File: src/rtl/accel_sample_sequencer.sv
// Accelerometer sample sequencer: power-up wait, three config writes, then 6-byte reads per tick.
// Define ACCEL_AVG_EN to publish the arithmetic mean of every 4 consecutive bursts instead of raw samples.
module accel_sample_sequencer #(
   parameter int unsigned SYS_CLK_SPEED   = 32'd50000000,
   parameter int unsigned SAMPLE_RATE_HZ  = 32'd100,
   parameter logic [6:0]  DEV_ADDRESS     = 7'h1D,
   parameter int unsigned POWERUP_CYCLES  = 32'd100000,
   parameter int unsigned TIMEOUT_CYCLES  = 32'd2000000,
   parameter logic [7:0]  DATA_FORMAT_VAL = 8'h0B
) (
   input  logic        clk,
   input  logic        rst_n,
   input  logic        enable,
   output logic [6:0]  i2c_dev_addr,
   output logic [7:0]  i2c_reg_addr,
   output logic        i2c_r_w,
   output logic [7:0]  i2c_write_data,
   input  logic [7:0]  i2c_read_data,
   output logic        i2c_start,
   input  logic        i2c_finished,
   input  logic        i2c_ready,
   output logic [15:0] accel_x,
   output logic [15:0] accel_y,
   output logic [15:0] accel_z,
   output logic        accel_valid,
   output logic        init_done,
   output logic        err,
   output logic        overrun
);
   localparam int unsigned TICK_CYCLES = SYS_CLK_SPEED / SAMPLE_RATE_HZ;

   typedef enum logic [2:0] {
      PWRUP, CFG_ISSUE, CFG_WAIT, IDLE, RD_ISSUE, RD_WAIT, PUBLISH, ERROR
   } state_t;

   state_t      state_q;
   logic [31:0] pwr_cnt_q;
   logic [31:0] wd_cnt_q;
   logic [31:0] tick_cnt_q, tick_cnt_d;
   logic [1:0]  cfg_idx_q;
   logic [2:0]  byte_idx_q;
   logic        accepted_q;
   logic        pending_q, pending_d;
   logic        overrun_q, overrun_d;
   logic [39:0] buf_q;
   logic [6:0]  dev_addr_q;
   logic [7:0]  reg_addr_q, wdata_q;
   logic        r_w_q, start_q, valid_q, init_done_q, err_q;
   logic [15:0] ax_q, ay_q, az_q;
   logic        take_s, tick_s, xfer_done_s, wd_expire_s;
   logic [15:0] raw_x_s, raw_y_s, raw_z_s;
`ifdef ACCEL_AVG_EN
   logic [17:0] acc_x_q, acc_y_q, acc_z_q;
   logic [17:0] sum_x_s, sum_y_s, sum_z_s;
   logic [1:0]  burst_cnt_q;

   function automatic logic [17:0] sext18(input logic [15:0] v);
      sext18 = {{2{v[15]}}, v};
   endfunction
`endif

   function automatic logic [7:0] cfg_reg(input logic [1:0] idx);
      case (idx)
         2'd0:    cfg_reg = 8'h31;
         2'd1:    cfg_reg = 8'h2C;
         2'd2:    cfg_reg = 8'h2D;
         default: cfg_reg = 8'h31;
      endcase
   endfunction

   function automatic logic [7:0] cfg_data(input logic [1:0] idx);
      case (idx)
         2'd0:    cfg_data = DATA_FORMAT_VAL;
         2'd1:    cfg_data = 8'h0A;
         2'd2:    cfg_data = 8'h08;
         default: cfg_data = DATA_FORMAT_VAL;
      endcase
   endfunction

   // The last byte of a burst is used straight from the bus so publish needs no extra cycle.
   always_comb begin
      take_s      = (state_q == IDLE) && pending_q && enable;
      xfer_done_s = accepted_q && i2c_finished && i2c_ready;
      wd_expire_s = (wd_cnt_q == TIMEOUT_CYCLES - 32'd1);
      raw_x_s     = buf_q[15:0];
      raw_y_s     = buf_q[31:16];
      raw_z_s     = {i2c_read_data, buf_q[39:32]};
`ifdef ACCEL_AVG_EN
      sum_x_s     = acc_x_q + sext18(raw_x_s);
      sum_y_s     = acc_y_q + sext18(raw_y_s);
      sum_z_s     = acc_z_q + sext18(raw_z_s);
`endif
   end

   // Tick generator runs only once configuration is done; a tick landing on a full pending slot is lost.
   always_comb begin
      tick_s = 1'b0;
      if (init_done_q) begin
         if (tick_cnt_q == TICK_CYCLES - 32'd1) begin
            tick_cnt_d = 32'd0;
            tick_s     = 1'b1;
         end else begin
            tick_cnt_d = tick_cnt_q + 32'd1;
         end
      end else begin
         tick_cnt_d = 32'd0;
      end
      if (tick_s && pending_q && !take_s) begin
         overrun_d = 1'b1;
      end else begin
         overrun_d = overrun_q;
      end
      if (tick_s) begin
         pending_d = 1'b1;
      end else if (take_s) begin
         pending_d = 1'b0;
      end else begin
         pending_d = pending_q;
      end
   end

   always_ff @(posedge clk) begin
      if (!rst_n) begin
         tick_cnt_q <= 32'd0;
         pending_q  <= 1'b0;
         overrun_q  <= 1'b0;
      end else begin
         tick_cnt_q <= tick_cnt_d;
         pending_q  <= pending_d;
         overrun_q  <= overrun_d;
      end
   end

   always_ff @(posedge clk) begin
      if (!rst_n) begin
         state_q     <= PWRUP;
         pwr_cnt_q   <= 32'd0;
         wd_cnt_q    <= 32'd0;
         cfg_idx_q   <= 2'd0;
         byte_idx_q  <= 3'd0;
         accepted_q  <= 1'b0;
         buf_q       <= 40'd0;
         dev_addr_q  <= DEV_ADDRESS;
         reg_addr_q  <= 8'h00;
         wdata_q     <= 8'h00;
         r_w_q       <= 1'b1;
         start_q     <= 1'b0;
         valid_q     <= 1'b0;
         init_done_q <= 1'b0;
         err_q       <= 1'b0;
         ax_q        <= 16'd0;
         ay_q        <= 16'd0;
         az_q        <= 16'd0;
`ifdef ACCEL_AVG_EN
         acc_x_q     <= 18'd0;
         acc_y_q     <= 18'd0;
         acc_z_q     <= 18'd0;
         burst_cnt_q <= 2'd0;
`endif
      end else begin
         start_q <= 1'b0;
         valid_q <= 1'b0;
         case (state_q)
            PWRUP: begin
               if (pwr_cnt_q == POWERUP_CYCLES - 32'd1) begin
                  state_q    <= CFG_ISSUE;
                  cfg_idx_q  <= 2'd0;
                  reg_addr_q <= cfg_reg(2'd0);
                  wdata_q    <= cfg_data(2'd0);
                  r_w_q      <= 1'b0;
               end else begin
                  pwr_cnt_q <= pwr_cnt_q + 32'd1;
               end
            end
            CFG_ISSUE, RD_ISSUE: begin
               if (i2c_ready) begin
                  start_q    <= 1'b1;
                  wd_cnt_q   <= 32'd0;
                  accepted_q <= 1'b0;
                  state_q    <= (state_q == CFG_ISSUE) ? CFG_WAIT : RD_WAIT;
               end
            end
            // A finished strobe only counts after the controller has dropped ready for our request.
            CFG_WAIT, RD_WAIT: begin
               if (!i2c_ready) begin
                  accepted_q <= 1'b1;
               end
               if (xfer_done_s) begin
                  if (state_q == CFG_WAIT) begin
                     if (cfg_idx_q == 2'd2) begin
                        init_done_q <= 1'b1;
                        state_q     <= IDLE;
                     end else begin
                        cfg_idx_q  <= cfg_idx_q + 2'd1;
                        reg_addr_q <= cfg_reg(cfg_idx_q + 2'd1);
                        wdata_q    <= cfg_data(cfg_idx_q + 2'd1);
                        state_q    <= CFG_ISSUE;
                     end
                  end else if (byte_idx_q == 3'd5) begin
                     state_q <= PUBLISH;
`ifdef ACCEL_AVG_EN
                     burst_cnt_q <= burst_cnt_q + 2'd1;
                     if (burst_cnt_q == 2'd3) begin
                        ax_q    <= sum_x_s[17:2];
                        ay_q    <= sum_y_s[17:2];
                        az_q    <= sum_z_s[17:2];
                        valid_q <= 1'b1;
                        acc_x_q <= 18'd0;
                        acc_y_q <= 18'd0;
                        acc_z_q <= 18'd0;
                     end else begin
                        acc_x_q <= sum_x_s;
                        acc_y_q <= sum_y_s;
                        acc_z_q <= sum_z_s;
                     end
`else
                     ax_q    <= raw_x_s;
                     ay_q    <= raw_y_s;
                     az_q    <= raw_z_s;
                     valid_q <= 1'b1;
`endif
                  end else begin
                     buf_q[{byte_idx_q, 3'b000} +: 8] <= i2c_read_data;
                     byte_idx_q <= byte_idx_q + 3'd1;
                     reg_addr_q <= 8'h32 + {5'b00000, byte_idx_q + 3'd1};
                     state_q    <= RD_ISSUE;
                  end
               end else if (wd_expire_s) begin
                  state_q <= ERROR;
                  err_q   <= 1'b1;
               end else begin
                  wd_cnt_q <= wd_cnt_q + 32'd1;
               end
            end
            IDLE: begin
               if (take_s) begin
                  byte_idx_q <= 3'd0;
                  reg_addr_q <= 8'h32;
                  r_w_q      <= 1'b1;
                  state_q    <= RD_ISSUE;
               end
            end
            PUBLISH: begin
               state_q <= IDLE;
            end
            ERROR: begin
               state_q <= ERROR;
            end
            default: begin
               state_q <= ERROR;
               err_q   <= 1'b1;
            end
         endcase
      end
   end

   assign i2c_dev_addr   = dev_addr_q;
   assign i2c_reg_addr   = reg_addr_q;
   assign i2c_r_w        = r_w_q;
   assign i2c_write_data = wdata_q;
   assign i2c_start      = start_q;
   assign accel_x        = ax_q;
   assign accel_y        = ay_q;
   assign accel_z        = az_q;
   assign accel_valid    = valid_q;
   assign init_done      = init_done_q;
   assign err            = err_q;
   assign overrun        = overrun_q;
endmodule

File: config.mk
export PLATFORM = sky130hd
export DESIGN_NAME = accel_sample_sequencer
export DESIGN_NICKNAME = d
export VERILOG_FILES = /design/src/rtl/accel_sample_sequencer.sv
export SDC_FILE = /design/constraint.sdc
export NUM_CORES = 1
export LEC_CHECK = 0
export BUFFER_PORTS_ARGS = -buffer_cell sky130_fd_sc_hd__clkbuf_2
export CAP_MARGIN = 40
export CORE_MARGIN = 5
export CORE_UTILIZATION = 55
export CTS_BUF_LIST = sky130_fd_sc_hd__clkbuf_8
export DETAILED_ROUTE_END_ITERATION = 7
export GPL_TIMING_DRIVEN = 0
export PLACE_DENSITY_LB_ADDON = 0.25
export SETUP_SLACK_MARGIN = 0.15
export SLEW_MARGIN = 30
export SYNTH_ARGS = -nofsm -noshare
export SYNTH_HDL_FRONTEND = slang
export SYNTH_SLANG_ARGS = --single-unit
File: constraint.sdc
create_clock -name clk -period 2.35 [get_ports clk]
set_input_delay 0.235 -clock clk [delete_from_list [all_inputs] [get_ports clk]]
set_output_delay 0.235 -clock clk [all_outputs]
set_load 0.02 [all_outputs]
After elaboration in Yosys (flattened, before gate mapping)
Index checks and enable logic that the tools add are counted.

Register bits: 216.

Shift operators: 2. $add $sub $neg: 7. Reductions and logical operators: 31. Equality and inequality tests: 28. Bitwise logic cells: 7. Multiplexer cells: 51.

Operators by type and width (number): adder 32 x 1 -> 32 bit (second input constant) (3); two-way mux 32 bit (3); two-way mux 8 bit (10); one-hot mux 32 bit (2 select lines) (1); bitwise mux 40 bit (1); variable shift 8 x 8 -> 40 bit (first input constant) (1); variable part select 8 x 8 -> 40 bit (1); two-way mux 3 bit (11); equality test 32 x 17 -> 1 bit (second input constant) (1); equality test 32 x 19 -> 1 bit (second input constant) (1); equality test 32 x 21 -> 1 bit (second input constant) (1); one-hot mux 8 bit (3 select lines) (1); inequality test 2 bit (second input constant) (11); AND reduction 4 bit (5); one-hot mux 3 bit (6 select lines) (1); one-hot mux 8 bit (2 select lines) (1); equality test 3 bit (second input constant) (5); two-way mux 2 bit (6); two-way mux 1 bit (10); one-hot mux 5 bit (2 select lines) (1); AND reduction 5 bit (2); nonzero test 2 bit (5); inequality test 3 bit (second input constant) (3); AND reduction 3 bit (3); 21 further kinds (38).

Depth between registers and ports, before layout
Depth after elaboration: 7. Gate-level depth with buffers: 10.

Worst setup path after synthesis
Ideal clock, no wire load.

Path kind: reg-to-reg. Start point: reg byte_idx_q[0]. End point: reg buf_q[35]. Data arrival time: 2.159 ns. Slack: 0.120 ns. Clock period less this slack: 2.230 ns. Library setup time: 0.070 ns. Required time: 2.280 ns. Stages on the path, launching flop included: 10. Cells stage by stage: dfxtp_1 > inv_1 > ha_1 > ha_1 > nand2b_1 > nor2_1 > o21ai_0 > nor3_1 > nand3_1 > a21oi_1.

Word-level cells in the longest chain between the ends: 3.

RTL lines: start: declaration (line 41) `logic [2:0] byte_idx_q;`; start signal: assignment (line 224) `byte_idx_q <= byte_idx_q + 3'd1;`; negation 6 -> 8 bit or equality test 3 bit (tied branches) (line 223, 199); variable part select 8 x 8 -> 40 bit (tied with other cells) (line 223) `buf_q[{byte_idx_q, 3'b000} +: 8] <= i2c_read_data;`; bitwise mux 40 bit or AND reduction 4 bit (tied branches); end signal: indexed assignment (line 223); end: declaration (line 45) `logic [39:0] buf_q;`.

Several ways; a longest one is shown, not always the timed one. A chain may end at the register's enable or synchronous reset.

Worst setup path after layout
Start point: reg state_q[0]. End point: reg wd_cnt_q[5].

Word-level cells in the longest chain between the ends: 4.

RTL lines: start: declaration (line 36) `state_t state_q;`; start signal: assignment (line 180) `state_q <= (state_q == CFG_ISSUE) ? CFG_WAIT : RD_WAIT;`; equality test 3 x 2 -> 1 bit (tied with other cells) (line 163) `case (state_q)`; OR reduction 2 bit (line 163); inequality test 2 bit (no source line) or nonzero test 2 bit (tied branches); AND reduction 4 bit (no source line); end signal: assignment (line 232) `wd_cnt_q <= wd_cnt_q + 32'd1;`; end: declaration (line 38) `logic [31:0] wd_cnt_q;`.

Several ways; a longest one is shown, not always the timed one.

==> out/metrics.csv <==
metric;value;unit
status;complete, no violations;
crit_path_start_kind;flip-flop;
grt_pass1_wl;38400;um
drive_gt1_frac;0.202;
fp.dieH;140;um
vias;8433;
path_buf_inv;1;
area_growth;20.5;%
synth_area_leader_cell;dfxtp_1;
root_buffer;clkbuf_8;
grt_overflow_total;0;
synth_edf_count;0;
dp_slack;-259;ps
avgSynthCellArea;8.24;um^2
fmax;453;MHz
rsz0062_at_grt;true;
n_fill_cell;1395;
gp_congestion;0.894;
utilization;0.674;
ys_ff_latch;209;
powerDensity;697;nW/um^2
cts_hold_buf;0;
hp-class;input port to flip-flop;
fp.dieW;140;um
finalCritPeriodShare;0.940;
design.die.area;19500;um^2
clockBufferDepth;3;
grt_usage;0.232;
fin_area;11100;um^2
first_pass_iters;6;
synth_common_cells;209 x dfxtp_1, 203 x nand2_1, 112 x a21oi_1;
h-tree-depth;2;
ant_nets;0;
synth.top_cell.area_share;0.453;
crit_path_cell_trace;buf_4, and3b_2, nor2_1, nor2_2, nand2_2, or4_1, a21oi_1;
nets;1294;
route.detailed.drc;0;
drtIter0Drc;579;
final_cells;1514;
crit_path_max_fanout;10;
antenna_found_initial;0;
slowest_stage;or4_1;
required;2780;ps
max-vdd-ir-drop;0.000421;V
synthFlopType;dfxtp_1;
cts_tree;done;
synth_cell_type_count;68;
cts_buffers;36;
num_rows;47;
end_kind;flip-flop;
synth_warnings;0;
crit_arrival;2640;ps
post-place-cells;1429;
grt_max_degree;11;
cp_top_family;simple AND/OR/NAND/NOR gates;
coreArea;16500;um^2
synthTopCellsByArea;dfxtp_1 45%, nand2_1 8.2%, a21oi_1 6.1%;
placed_area;9950;um^2
hpwl;16000;um
report.final.hold_viol_count;0;
synth_most_common_cell;dfxtp_1;
wirelength;23700;um
min_period;2210;ps
clkSlewWorstSetupHoldPaths;60;ps
max_slew.worst_pin.slew;804;ps
async_flop_share;0;
synthCells;1122;
netlist_area;9250;um^2
clk_latency;520;ps
maxSlewViolCount;0;
finalSetupViolations;0;
path_class;flip-flop to flip-flop;
cp_slowest_stage_delay;500;ps
power;7.76;mW
p_leak;4.12;nW
viasPerCell;5.57;
max_slew_margin;0.464;
initial_core_util;0.560;
wl_per_cell;15.6;um
grt_pass1_vias;7920;
diodes;0;
fin_skew;15.0;ps
io_pins;90;
drv_cap;0;
ys_seq_area_frac;0.453;
clock-sinks;209;
fin_ws;141;ps
io_buffers;75;
tightest hold or removal path, cell delays in order:
cell and delay (ps):
clkbuf_2 100, nand2_1 50, nand2_1 80, a21oi_1 60
placed cells by master (no fill, tap or decap), types with 6 or more instances in the layout:
| cell | Yosys | final |
|---|---|---|
| a21oi_1 | 112 | 109 |
| a22o_1 | 8 | 8 |
| and2_1 | 8 | 8 |
| and3_1 | 12 | 12 |
| and4_1 | 10 | 10 |
| buf_2 | 12 | 8 |
| buf_4 | 14 | 37 |
| clkbuf_1 | 43 | 29 |
| clkbuf_2 | 0 | 81 |
| clkbuf_4 | 0 | 6 |
| clkbuf_8 | 0 | 44 |
| conb_1 | 2 | 14 |
| dfxtp_1 | 209 | 197 |
| dfxtp_2 | 0 | 8 |
| ha_1 | 12 | 10 |
| inv_1 | 13 | 25 |
| mux2i_1 | 14 | 14 |
| nand2_1 | 203 | 201 |
| nand3_1 | 64 | 61 |
| nand4_1 | 29 | 29 |
| nor2_1 | 111 | 107 |
| nor3_1 | 33 | 27 |
| nor4_1 | 10 | 7 |
| o21ai_0 | 36 | 34 |
| or3_1 | 15 | 14 |
| or4_4 | 2 | 6 |
| xnor2_1 | 19 | 19 |
| xor2_1 | 36 | 35 |
worst paths after layout:
kind | from | end | slack [ps] | cells past startpoint
worst max-delay path | state_q[0] | wd_cnt_q[5] | 140 | 7
worst min-delay path | enable | pending_q | 60 | 4
worst max register to register | state_q[0] | wd_cnt_q[5] | 140 | 7
worst min register to register | tick_cnt_q[0] | tick_cnt_q[0] | 450 | 1
per-stage QoR:
step / setup TNS, ps / hold slack (ps)
floorplan: 0 / 361
global placement: -6790 / 428
detailed placement: -9020 / 441
CTS: 0 / 32.9
global route: 0 / 46.3
finish: 0 / 55.1
cell families after synthesis:
group           after synthesis  share of synthesized area
simple gates                539                      0.286
xor+xnor                     55                     0.0521
fa+ha+maj                    12                     0.0162
mux                          14                     0.0152
flops                       209                      0.453
other cells                   2                   0.000812
compound gates              206                      0.135
buf+inv                      85                     0.0426
cell type report:
type                            instances  area (um^2)  area share
Buffer                                 71          395      0.0355
Clock buffer                           44          606      0.0544
Clock inverter                         19          109     0.00977
Inverter                               13         48.8     0.00438
Multi-Input combinational cell        840         4950       0.444
Sequential cell                       209         4210       0.378
Tap cell                              220          275      0.0247
Timing Repair Buffer                   98          549      0.0493
what timing repair did:
action,CTS,global route
gates resized for setup,45,63
setup buffers,9,12
endpoints found under the setup margin,120,132
pin swaps,9,14
sequential cells by signal, indices dropped and copies added (netlist names), 2 cells and up:
name and flops:
accel_x 16, accel_y 16, tick_cnt_q 32, cfg_idx_q 2, state_q 3, buf_q 40
i2c_write_data 3, pwr_cnt_q 32, i2c_reg_addr 6, byte_idx_q 3, wd_cnt_q 32, accel_z 16
power by group:
part,switching (mW),internal (mW),leakage [nW]
sequential,0.0580,3.61,1.69
clock,1.46,1.80,0.412
combinational,0.541,0.287,2.02
total,2.06,5.70,4.12
per-layer routing:
metal	global-route usage	routed length (um)
met1	0.305	10400
met2	0.387	11000
met3	0.0412	1700
met4	0.0775	543
met5	0	0
(Power assumes the default switching activity.)
